[src/rtl/imem_fetch_if_if.sv]
// Instruction-memory bus bundle between the fetch interface and the memory.
//   imem_req    : read request, held until imem_gnt
//   imem_addr   : word-aligned request address
//   imem_gnt    : request accepted this cycle
//   imem_rvalid : read data valid
//   imem_rdata  : read data
// master = fetch interface side, slave = memory side.
interface imem_fetch_if_if;
  logic        imem_req;
  logic [31:0] imem_addr;
  logic        imem_gnt;
  logic        imem_rvalid;
  logic [31:0] imem_rdata;

  modport master (
    output imem_req, imem_addr,
    input  imem_gnt, imem_rvalid, imem_rdata
  );

  modport slave (
    input  imem_req, imem_addr,
    output imem_gnt, imem_rvalid, imem_rdata
  );
endinterface

[src/rtl/imem_fetch_if.sv]
// Instruction-fetch bus interface. Looks up pcf in a tagged word buffer,
// returns the instruction on a hit, otherwise drives NOP_INSTR, raises
// fetch_stall and fetches the word over a req/gnt/rvalid bus. A request that
// stays in REQ+WAIT for TIMEOUT_CYCLES cycles sets the sticky bus_err flag,
// which blocks all further requests until reset.
//
// Ports:
//   clk         : clock, rising edge
//   rst         : asynchronous reset, active-low
//   pcf         : fetch PC (bits [1:0] ignored)
//   instrF      : instruction for pcf, or NOP_INSTR
//   fetch_stall : instrF is not valid for pcf
//   bus_err     : sticky timeout flag
//   imem        : memory bus (master modport)
//
// Optional feature, macro NEXT_LINE_PREFETCH_EN: two-entry buffer plus a
// next-line prefetch issued from IDLE while pcf hits. Undefined: one entry.
//
// state  | meaning
// S_IDLE | no transaction; demand miss or prefetch may start
// S_REQ  | imem_req high with latched address, waiting for gnt
// S_WAIT | granted, waiting for rvalid to fill the buffer
module imem_fetch_if #(
  parameter logic [31:0] NOP_INSTR      = 32'h00000013,
  parameter int unsigned TIMEOUT_CYCLES = 255
) (
  input  logic                   clk,
  input  logic                   rst,
  input  logic [31:0]            pcf,
  output logic [31:0]            instrF,
  output logic                   fetch_stall,
  output logic                   bus_err,
  imem_fetch_if_if.master        imem
);

`ifdef NEXT_LINE_PREFETCH_EN
  localparam int NUM_ENT = 2;
`else
  localparam int NUM_ENT = 1;
`endif
  localparam logic [7:0] TO_LIMIT = 8'(TIMEOUT_CYCLES);

  typedef enum logic [1:0] {S_IDLE, S_REQ, S_WAIT} state_t;

  state_t      state_q, state_d;
  logic [29:0] req_tag_q, req_tag_d;
  logic [7:0]  cnt_q, cnt_d;
  logic        err_q, err_d;
  logic        fill;

  logic        valid_q [NUM_ENT];
  logic [29:0] tag_q   [NUM_ENT];
  logic [31:0] data_q  [NUM_ENT];

  logic [NUM_ENT-1:0] ent_hit;
  logic               hit;
  logic [31:0]        hit_data;
  logic [7:0]         cnt_inc;
  logic               pcf_unused;

  assign pcf_unused = ^pcf[1:0];
  assign cnt_inc    = cnt_q + 8'd1;

  always_comb begin
    ent_hit  = '0;
    hit_data = NOP_INSTR;
    for (int i = 0; i < NUM_ENT; i++) begin
      ent_hit[i] = valid_q[i] && (tag_q[i] == pcf[31:2]);
      if (ent_hit[i]) hit_data = data_q[i];
    end
  end
  assign hit = |ent_hit;

`ifdef NEXT_LINE_PREFETCH_EN
  logic        pf_q, pf_d;
  logic        pf_slot_q, pf_slot_d;
  logic [29:0] next_tag;
  logic        next_hit;

  // 30-bit add wraps 0xFFFFFFFC to 0x00000000 naturally
  assign next_tag = pcf[31:2] + 30'd1;

  always_comb begin
    next_hit = 1'b0;
    for (int i = 0; i < NUM_ENT; i++)
      if (valid_q[i] && (tag_q[i] == next_tag)) next_hit = 1'b1;
  end
`endif

  // state register
  always_ff @(posedge clk or negedge rst) begin
    if (!rst) begin
      state_q   <= S_IDLE;
      req_tag_q <= '0;
      cnt_q     <= '0;
      err_q     <= 1'b0;
`ifdef NEXT_LINE_PREFETCH_EN
      pf_q      <= 1'b0;
      pf_slot_q <= 1'b0;
`endif
    end else begin
      state_q   <= state_d;
      req_tag_q <= req_tag_d;
      cnt_q     <= cnt_d;
      err_q     <= err_d;
`ifdef NEXT_LINE_PREFETCH_EN
      pf_q      <= pf_d;
      pf_slot_q <= pf_slot_d;
`endif
    end
  end

  // next-state logic; the counter runs across REQ and WAIT, and a gnt or
  // rvalid in the final cycle still completes the transaction
  always_comb begin
    state_d   = state_q;
    req_tag_d = req_tag_q;
    cnt_d     = cnt_q;
    err_d     = err_q;
    fill      = 1'b0;
`ifdef NEXT_LINE_PREFETCH_EN
    pf_d      = pf_q;
    pf_slot_d = pf_slot_q;
`endif
    case (state_q)
      S_IDLE: begin
        if (!err_q && !hit) begin
          state_d   = S_REQ;
          req_tag_d = pcf[31:2];
          cnt_d     = '0;
`ifdef NEXT_LINE_PREFETCH_EN
          pf_d      = 1'b0;
        end else if (!err_q && !next_hit) begin
          state_d   = S_REQ;
          req_tag_d = next_tag;
          cnt_d     = '0;
          pf_d      = 1'b1;
          // fill the entry that does not hold the current pcf
          pf_slot_d = ent_hit[0];
`endif
        end
      end
      S_REQ: begin
        cnt_d = cnt_inc;
        if (imem.imem_gnt) begin
          state_d = S_WAIT;
        end else if (cnt_inc == TO_LIMIT) begin
          state_d = S_IDLE;
          err_d   = 1'b1;
        end
      end
      S_WAIT: begin
        cnt_d = cnt_inc;
        if (imem.imem_rvalid) begin
          state_d = S_IDLE;
          fill    = 1'b1;
        end else if (cnt_inc == TO_LIMIT) begin
          state_d = S_IDLE;
          err_d   = 1'b1;
        end
      end
      default: state_d = S_IDLE;
    endcase
  end

  // buffer write
  always_ff @(posedge clk or negedge rst) begin
    if (!rst) begin
      for (int i = 0; i < NUM_ENT; i++) begin
        valid_q[i] <= 1'b0;
        tag_q[i]   <= '0;
        data_q[i]  <= '0;
      end
    end else if (fill) begin
`ifdef NEXT_LINE_PREFETCH_EN
      if (pf_q) begin
        valid_q[pf_slot_q] <= 1'b1;
        tag_q[pf_slot_q]   <= req_tag_q;
        data_q[pf_slot_q]  <= imem.imem_rdata;
      end else begin
        valid_q[0] <= 1'b1;
        tag_q[0]   <= req_tag_q;
        data_q[0]  <= imem.imem_rdata;
        valid_q[1] <= 1'b0;
      end
`else
      valid_q[0] <= 1'b1;
      tag_q[0]   <= req_tag_q;
      data_q[0]  <= imem.imem_rdata;
`endif
    end
  end

  // outputs
  always_comb begin
    imem.imem_req  = (state_q == S_REQ);
    imem.imem_addr = {req_tag_q, 2'b00};
    instrF         = (hit && !err_q) ? hit_data : NOP_INSTR;
    fetch_stall    = !hit || err_q;
    bus_err        = err_q;
  end

endmodule

[src/flat_wrapper.sv]
// flat-port wrapper written by rule: the top's interface ports become plain ports
module imem_fetch_if_flat 
#(
  parameter logic [31:0] NOP_INSTR      = 32'h00000013,
  parameter int unsigned TIMEOUT_CYCLES = 255
)
  (clk, rst, pcf, instrF, fetch_stall, bus_err, imem_imem_req, imem_imem_addr, imem_imem_gnt, imem_imem_rvalid, imem_imem_rdata);
  imem_fetch_if_if imem_i ();
  input  logic clk;
  input  logic rst;
  input  logic [31:0] pcf;
  output logic [31:0] instrF;
  output logic fetch_stall;
  output logic bus_err;
  output wire logic [$bits(imem_i.imem_req)-1:0] imem_imem_req;
  output wire logic [$bits(imem_i.imem_addr)-1:0] imem_imem_addr;
  input wire logic [$bits(imem_i.imem_gnt)-1:0] imem_imem_gnt;
  input wire logic [$bits(imem_i.imem_rvalid)-1:0] imem_imem_rvalid;
  input wire logic [$bits(imem_i.imem_rdata)-1:0] imem_imem_rdata;
  assign imem_imem_req = imem_i.imem_req;
  assign imem_imem_addr = imem_i.imem_addr;
  assign imem_i.imem_gnt = imem_imem_gnt;
  assign imem_i.imem_rvalid = imem_imem_rvalid;
  assign imem_i.imem_rdata = imem_imem_rdata;
  imem_fetch_if #(.NOP_INSTR(NOP_INSTR), .TIMEOUT_CYCLES(TIMEOUT_CYCLES)) u_core (.clk(clk), .rst(rst), .pcf(pcf), .instrF(instrF), .fetch_stall(fetch_stall), .bus_err(bus_err), .imem(imem_i));
endmodule
[config.mk]
export PLATFORM = sky130hd
export DESIGN_NAME = imem_fetch_if_flat
export DESIGN_NICKNAME = d
export VERILOG_FILES = /design/src/rtl/imem_fetch_if_if.sv /design/src/rtl/imem_fetch_if.sv /design/src/flat_wrapper.sv
export SDC_FILE = /design/constraint.sdc
export NUM_CORES = 1
export LEC_CHECK = 0
export ABC_AREA = 1
export CORE_MARGIN = 5
export CORE_UTILIZATION = 46
export CTS_BUF_LIST = sky130_fd_sc_hd__clkbuf_8
export CTS_CLUSTER_SIZE = 30
export DETAILED_ROUTE_END_ITERATION = 6
export PLACE_DENSITY_LB_ADDON = 0.15
export SYNTH_ARGS = -nofsm -noshare
export SYNTH_HDL_FRONTEND = slang
export SYNTH_SLANG_ARGS = --single-unit
[constraint.sdc]
create_clock -name clk -period 2.6 [get_ports clk]
set_input_delay 0.26 -clock clk [delete_from_list [all_inputs] [get_ports clk]]
set_output_delay 0.26 -clock clk [all_outputs]
set_load 0.005 [all_outputs]
==> flow_summary.toml, run 1 <==
[global_route]
grt_pass1_vias = 4177
antenna_found_initial = 0
grt_usage_pct = 19.0
grt_overflow = 0
grt_pass1_wl_mm = 19.8
grt_start_max_net_pins = 56

[sta]
fin_tns_setup_ns = 0
period_minus_slack_ns = 2.53
hold-worst-slack_ns = 0.331
fmax_ghz = 0.395
slew_violations = 0
finalClockSkew_ns = 0.00787
finalCritPeriodShare_pct = 97.3
worst_pin_slew_ns = 0.640
final-setup-viol-count = 0
slew_headroom_pct = 57.3
hold_violations = 0

[placement]
place_congestion = 0.804
dp_hpwl_mm = 8.88
dp.cells = 884
io_buffers = 130
placed_area_um2 = 6440

[logic_synthesis]
netlist.area_leader.share_pct = 52.6
yosysWarnings = 0
yosysSeqAreaShare_pct = 52.6
synth_top_area_cell = "dfrtp_1"
syn_inst = 631
synth_area_per_cell_um2 = 7.84
synth-main-ff-cell = "dfrtp_1"
yosys-top-cells-area = "dfrtp_1 (53%), nand2_1 (11%), inv_1 (7.6%), nor2_1 (7.3%), a21oi_1 (5.1%)"
synth_area_um2 = 4950
yosysUniqueCellTypes = 28
ys_ff_latch = 104
async_flop_share_pct = 100
synth_edf_count = 0

[clock_network]
clockRootBuffer = "clkbuf_8"
clkTransAtPathRegs_ns = 0.09
insertion_delay_ns = 0.36
cts_sinks = 104
postCtsSetupRepairBufs = 0
cts_tree = "built"
htreeDepth = 3
clock_path_buffers = 2
cts-buffers-inserted = 9

[worst_setup_path]
required_ns = 2.34
cp.arrival_ns = 2.27
path_class = "in -> out"
crit_fanout = 17
crit_path_start_kind = "input port"
endpoint_kind = "output pin"

[finish]
diodes = 0
fin_util_pct = 64.2
stdcell_count = 898
design_area_um2 = 6690
fillCellCount = 920
final_net_count = 834
area_growth_pct = 35.1
drive_above_1_share_pct = 6.56

[run_status]
status = "finished clean"

[run]
cap_violations = 0

[pwr]
peakVddDrop_mv = 0.451
power.leakage_nw = 3.82
power_density_nw_per_um2 = 674

[die]
die_w_um = 114
fp.dieArea_um2 = 12900
die_h_um = 114
start_util_pct = 47.5
core_area_um2 = 10400
row_count = 37
boundaryPins = 135

[routing]
ant_nets = 0
drc = 0
wirelength_mm = 12.0
vias = 4264
via_per_inst = 4.75
drt_iter0_drc = 217
wl_per_cell_um = 13.3
dr.pass1.iters = 4

[hold_path]
min_path_type = "in -> reg"
worst max-delay path: stages:
cell and delay, ns:
clkdlybuf4s50_1 0.49, inv_1 0.06, nand2_1 0.06, nand4_1 0.11, nor2_1 0.15, nand2_1 0.10
nor2_4 0.16, nand3_4 0.11, buf_12 0.17, nor2_1 0.08, clkdlybuf4s50_1 0.50
cell usage after synthesis, drive strengths merged, types with 3 or more instances:
cell,n
nand2,147
inv,108
dfrtp,104
nor2,98
a21oi,50
o21ai,42
nand3,24
buf,15
clkbuf,11
xnor2,10
ha,6
mux2,4
nand4,3
or2,3
path summary, 6_finish.rpt:
path / start / endpoint / slack, ns / cells past startpoint
setup / recovery: pcf[7] / instrF[18] / 0.07 / 11
hold / removal: pcf[21] / u_core.req_tag_q[19] / 0.33 / 4
setup reg to reg: u_core.tag_q[7] / u_core.req_tag_q[24] / 0.75 / 14
hold reg to reg: u_core.valid_q / u_core.valid_q / 0.46 / 2
max in group asynchronous: rst / u_core.req_tag_q[14] / 1.40 / 3
min in group asynchronous: rst / u_core.data_q[25] / 0.44 / 2
flip-flops by register name, indices dropped and copies added, names as in the netlist:
name              count
u_core.cnt_q          8
u_core.tag_q         30
u_core.req_tag_q     30
u_core.bus_err        1
u_core.valid_q        1
u_core.state_q        2
u_core.data_q        32
metrics by stage:
step	setup slack, ns	power [mW]
floorplan	1.00	3.25
global placement	-0.0329	3.61
detailed placement	-0.0739	3.70
CTS	0.0289	4.55
global route	-0.0278	4.88
finish	0.0706	4.51
cell families after synthesis:
kind of cell | after synthesis | synth area share [%]
muxes | 4 | 0.910
and+or+nand+nor | 276 | 22.3
buffers and inverters | 134 | 10.8
DFF | 104 | 52.6
AOI/OAI and AO/OA | 94 | 9.61
xor gates and xnor gates | 12 | 2.12
adders and majority gates | 6 | 1.52
other | 1 | 0.0758
what timing repair did:
item,CTS,global route
pin swaps,2,6
resized for setup,17,27
setup endpoints to repair,30,24
hold buffers,1,0
endpoints found under the hold margin,49,0
report_power, final:
group / leakage [nW] / switching (mW) / total [mW] / internal, mW
Sequential: 1.21 / 0.240 / 2.33 / 2.09
Combinational: 2.53 / 0.775 / 1.36 / 0.581
Clock: 0.0832 / 0.504 / 0.827 / 0.323
Total: 3.82 / 1.52 / 4.51 / 2.99
per-layer routing:
layer / GRT usage, % / wire length, um / vias up
li1: - / - / 2161
met1: 25.5 / 5480 / 1966
met2: 30.2 / 5560 / 118
met3: 3.71 / 656 / 19
met4: 7.69 / 266 / 0
met5: 0 / 0 / -
placed cells by master, fill, tap and decap left out:
cell and count:
xnor2_2 3, inv_2 8, nand4_1 3, ha_1 6, mux2_2 4, nor2_4 2
xnor2_1 7, buf_4 7, o21a_1 1, dlymetal6s2s_1 19, buf_12 5, nor2_2 1
o211ai_1 1, or2_2 3, nand3_4 2, clkbuf_8 9, nand3_1 22, dlygate4sd3_1 1
nand3b_1 1, nand2_4 1, dlygate4sd2_1 12, xor2_1 2, buf_6 1, inv_1 102
conb_1 2, o21ai_0 30, nor2_1 95, clkinv_2 2, nand2_1 144, clkdlybuf4s50_1 98
o21ai_1 12, nand2_2 2, a21oi_1 50, dfrtp_1 104
cell type report:
cell class / instances / area [um2] / share of cell area [%]
flip-flops and latches: 104 / 2600 / 38.9
multi-input cells: 394 / 1870 / 28.0
repair buffers: 143 / 1500 / 22.4
inverters: 108 / 405 / 6.06
well taps: 136 / 170 / 2.54
clock buffers: 9 / 124 / 1.85
clock inverters: 4 / 17.5 / 0.262
No activity file was read; power rests on OpenSTA's default activity.
==> run 2: changes to the inputs <==
--- a/config.mk
+++ b/config.mk
@@ -12,6 +12,7 @@
 export CTS_CLUSTER_SIZE = 30
 export DETAILED_ROUTE_END_ITERATION = 6
 export PLACE_DENSITY_LB_ADDON = 0.15
+export REMOVE_ABC_BUFFERS = 1
 export SYNTH_ARGS = -nofsm -noshare
 export SYNTH_HDL_FRONTEND = slang
 export SYNTH_SLANG_ARGS = --single-unit
==> run 2 against run 1 <==
Utilization fell by 1.1 points. Via count fell by 0.98%. Non-clock buffer count fell by 2.
==> flow_summary.toml, run 2 (synthesized netlist as in run 1, its figures left out) <==
[run_status]
status = "finished clean"

[hold_path]
min_path_type = "in -> reg"

[finish]
design_area_um2 = 6580
final_cell_mix = "nand2_1 (145), dfrtp_1 (104), inv_1 (101)"
fillCellCount = 956
area_growth_pct = 32.9
multiInputGateArea_um2 = 1840
final_net_count = 832
final_common_cell = "nand2_1"
drive_above_1_share_pct = 6.04
largest-register = "u_core.data_q"
diodes = 0
reg_top3 = "u_core.data_q (32), u_core.req_tag_q (30), u_core.tag_q (30)"
ff_latch_area_um2 = 2600
largest_reg_flops = 32

[routing]
vias = 4222
wl_per_cell_um = 12.7
wirelength_mm = 11.4
drc = 0
drt_iter0_drc = 283
via_per_inst = 4.71
dr.pass1.iters = 5
ant_nets = 0

[sta]
fin_tns_setup_ns = 0
fmax_ghz = 0.407
rsz0062_at_grt = "false"
slew_violations = 0
finalClockSkew_ns = 0.0128
hold_violations = 0
finalCritPeriodShare_pct = 94.6
slew_headroom_pct = 51.8
period_minus_slack_ns = 2.46
final-setup-viol-count = 0
worst_pin_slew_ns = 0.723

[worst_setup_path]
crit_path_start_kind = "flip-flop"
crit_top_cell = "nand2_1"
crit_chain = "inv_2, nand2_1, nand2_1, nand3_1, nor2_1, nand2_1, nor2_4, nand3_2, buf_6, buf_12, clkdlybuf4s50_1"
endpoint_kind = "output pin"
cp.arrival_ns = 2.20
rrSetupSlack_ns = 0.70
required_ns = 2.34
path_class = "reg -> out"
crit_path_max_incr_delay_ns = 0.45
critPathSlowestCell = "clkdlybuf4s50_1"
worst-path-buf-inv = 4
crit_family = "buffers and inverters"
crit_fanout = 26

[die]
core_area_um2 = 10400
boundaryPins = 135
fp.dieArea_um2 = 12900
die_h_um = 114
start_util_pct = 47.5
row_count = 37
die_w_um = 114

[pwr]
power.leakage_nw = 3.59
peakVddDrop_mv = 0.314
power_density_nw_per_um2 = 684
power.total_mw = 4.50
p_int_mw = 2.99
p_switching_mw = 1.51
p_clk_share_pct = 19.2
p_seq_share_pct = 51.5
swShare_pct = 33.6
comb_power_share_pct = 29.3

[global_route]
grt_start_max_net_pins = 105
grt_usage_pct = 17.8
grt_pass1_wl_mm = 19.0
grt_pass1_vias = 4163
grt_overflow = 0
antenna_found_initial = 0

[placement]
place_congestion = 0.783
io_buffers = 130
placed_area_um2 = 6410
dp_hpwl_mm = 8.39

[clock_network]
cts_tree = "built"
insertion_delay_ns = 0.36
clock_path_buffers = 2
cts_sinks = 104
htreeDepth = 3
postCtsSetupRepairBufs = 0
clkTransAtPathRegs_ns = 0.10
cts-buffers-inserted = 9
clockRootBuffer = "clkbuf_8"

[run]
cap_violations = 0
==> run 2: worst min-delay path: stages <==
cell,delay (ns)
dlymetal6s2s_1,0.15
inv_2,0.06
o21ai_1,0.07
==> run 2: layer usage <==
metal | track usage [%] | up-vias | wire length [um]
met2 | 29.1 | 111 | 5290
met1 | 23.8 | 1949 | 5250
met4 | 5.37 | 0 | 149
met3 | 4.03 | 13 | 711
li1 | - | 2149 | -
met5 | 0 | - | 0
==> run 2: final cells by class <==
| class | instances | area share [%] |
|---|---|---|
| Clock buffer | 9 | 1.88 |
| Clock inverter | 5 | 0.533 |
| Timing Repair Buffer | 141 | 21.3 |
| Tap cell | 136 | 2.59 |
| Multi-Input combinational cell | 394 | 27.9 |
| Sequential cell | 104 | 39.6 |
| Inverter | 108 | 6.16 |
==> run 2: through the flow <==
step	util, %	setup WS, ns	hold slack (ns)	cells
floorplan	-	-0.498	-0.0356	606
global placement	61.5	-0.0618	0.370	882
detailed placement	61.5	-0.0991	0.374	882
CTS	62.9	0.0991	0.459	897
global route	63.1	0.0251	0.212	897
finish	63.1	0.141	0.222	897
==> run 2: what timing repair did <==
item / CTS / global route
gates resized for setup: 30 / 8
hold endpoints to repair: 84 / 0
setup endpoints to repair: 28 / 12
hold buffers: 1 / 0
pin swaps: 2 / 2
==> run 2: power groups by stage <==
stage	clock, mW	sequential [mW]	combinational, mW
after floorplan	0	2.30	0.954
after global placement	0	2.32	1.28
after detailed placement	0	2.35	1.33
after CTS	0.894	2.32	1.34
after global routing	0.968	2.37	1.54
final	0.866	2.32	1.32
==> run 2: worst paths after layout <==
kind | start | endpoint | depth (start not counted)
min in group asynchronous | rst | u_core.data_q[22] | 3
max | u_core.tag_q[10] | fetch_stall | 11
min reg2reg | u_core.valid_q | u_core.valid_q | 2
max in group asynchronous | rst | u_core.req_tag_q[22] | 3
max reg2reg | u_core.state_q[0] | u_core.data_q[8] | 6
min | pcf[29] | u_core.req_tag_q[27] | 3
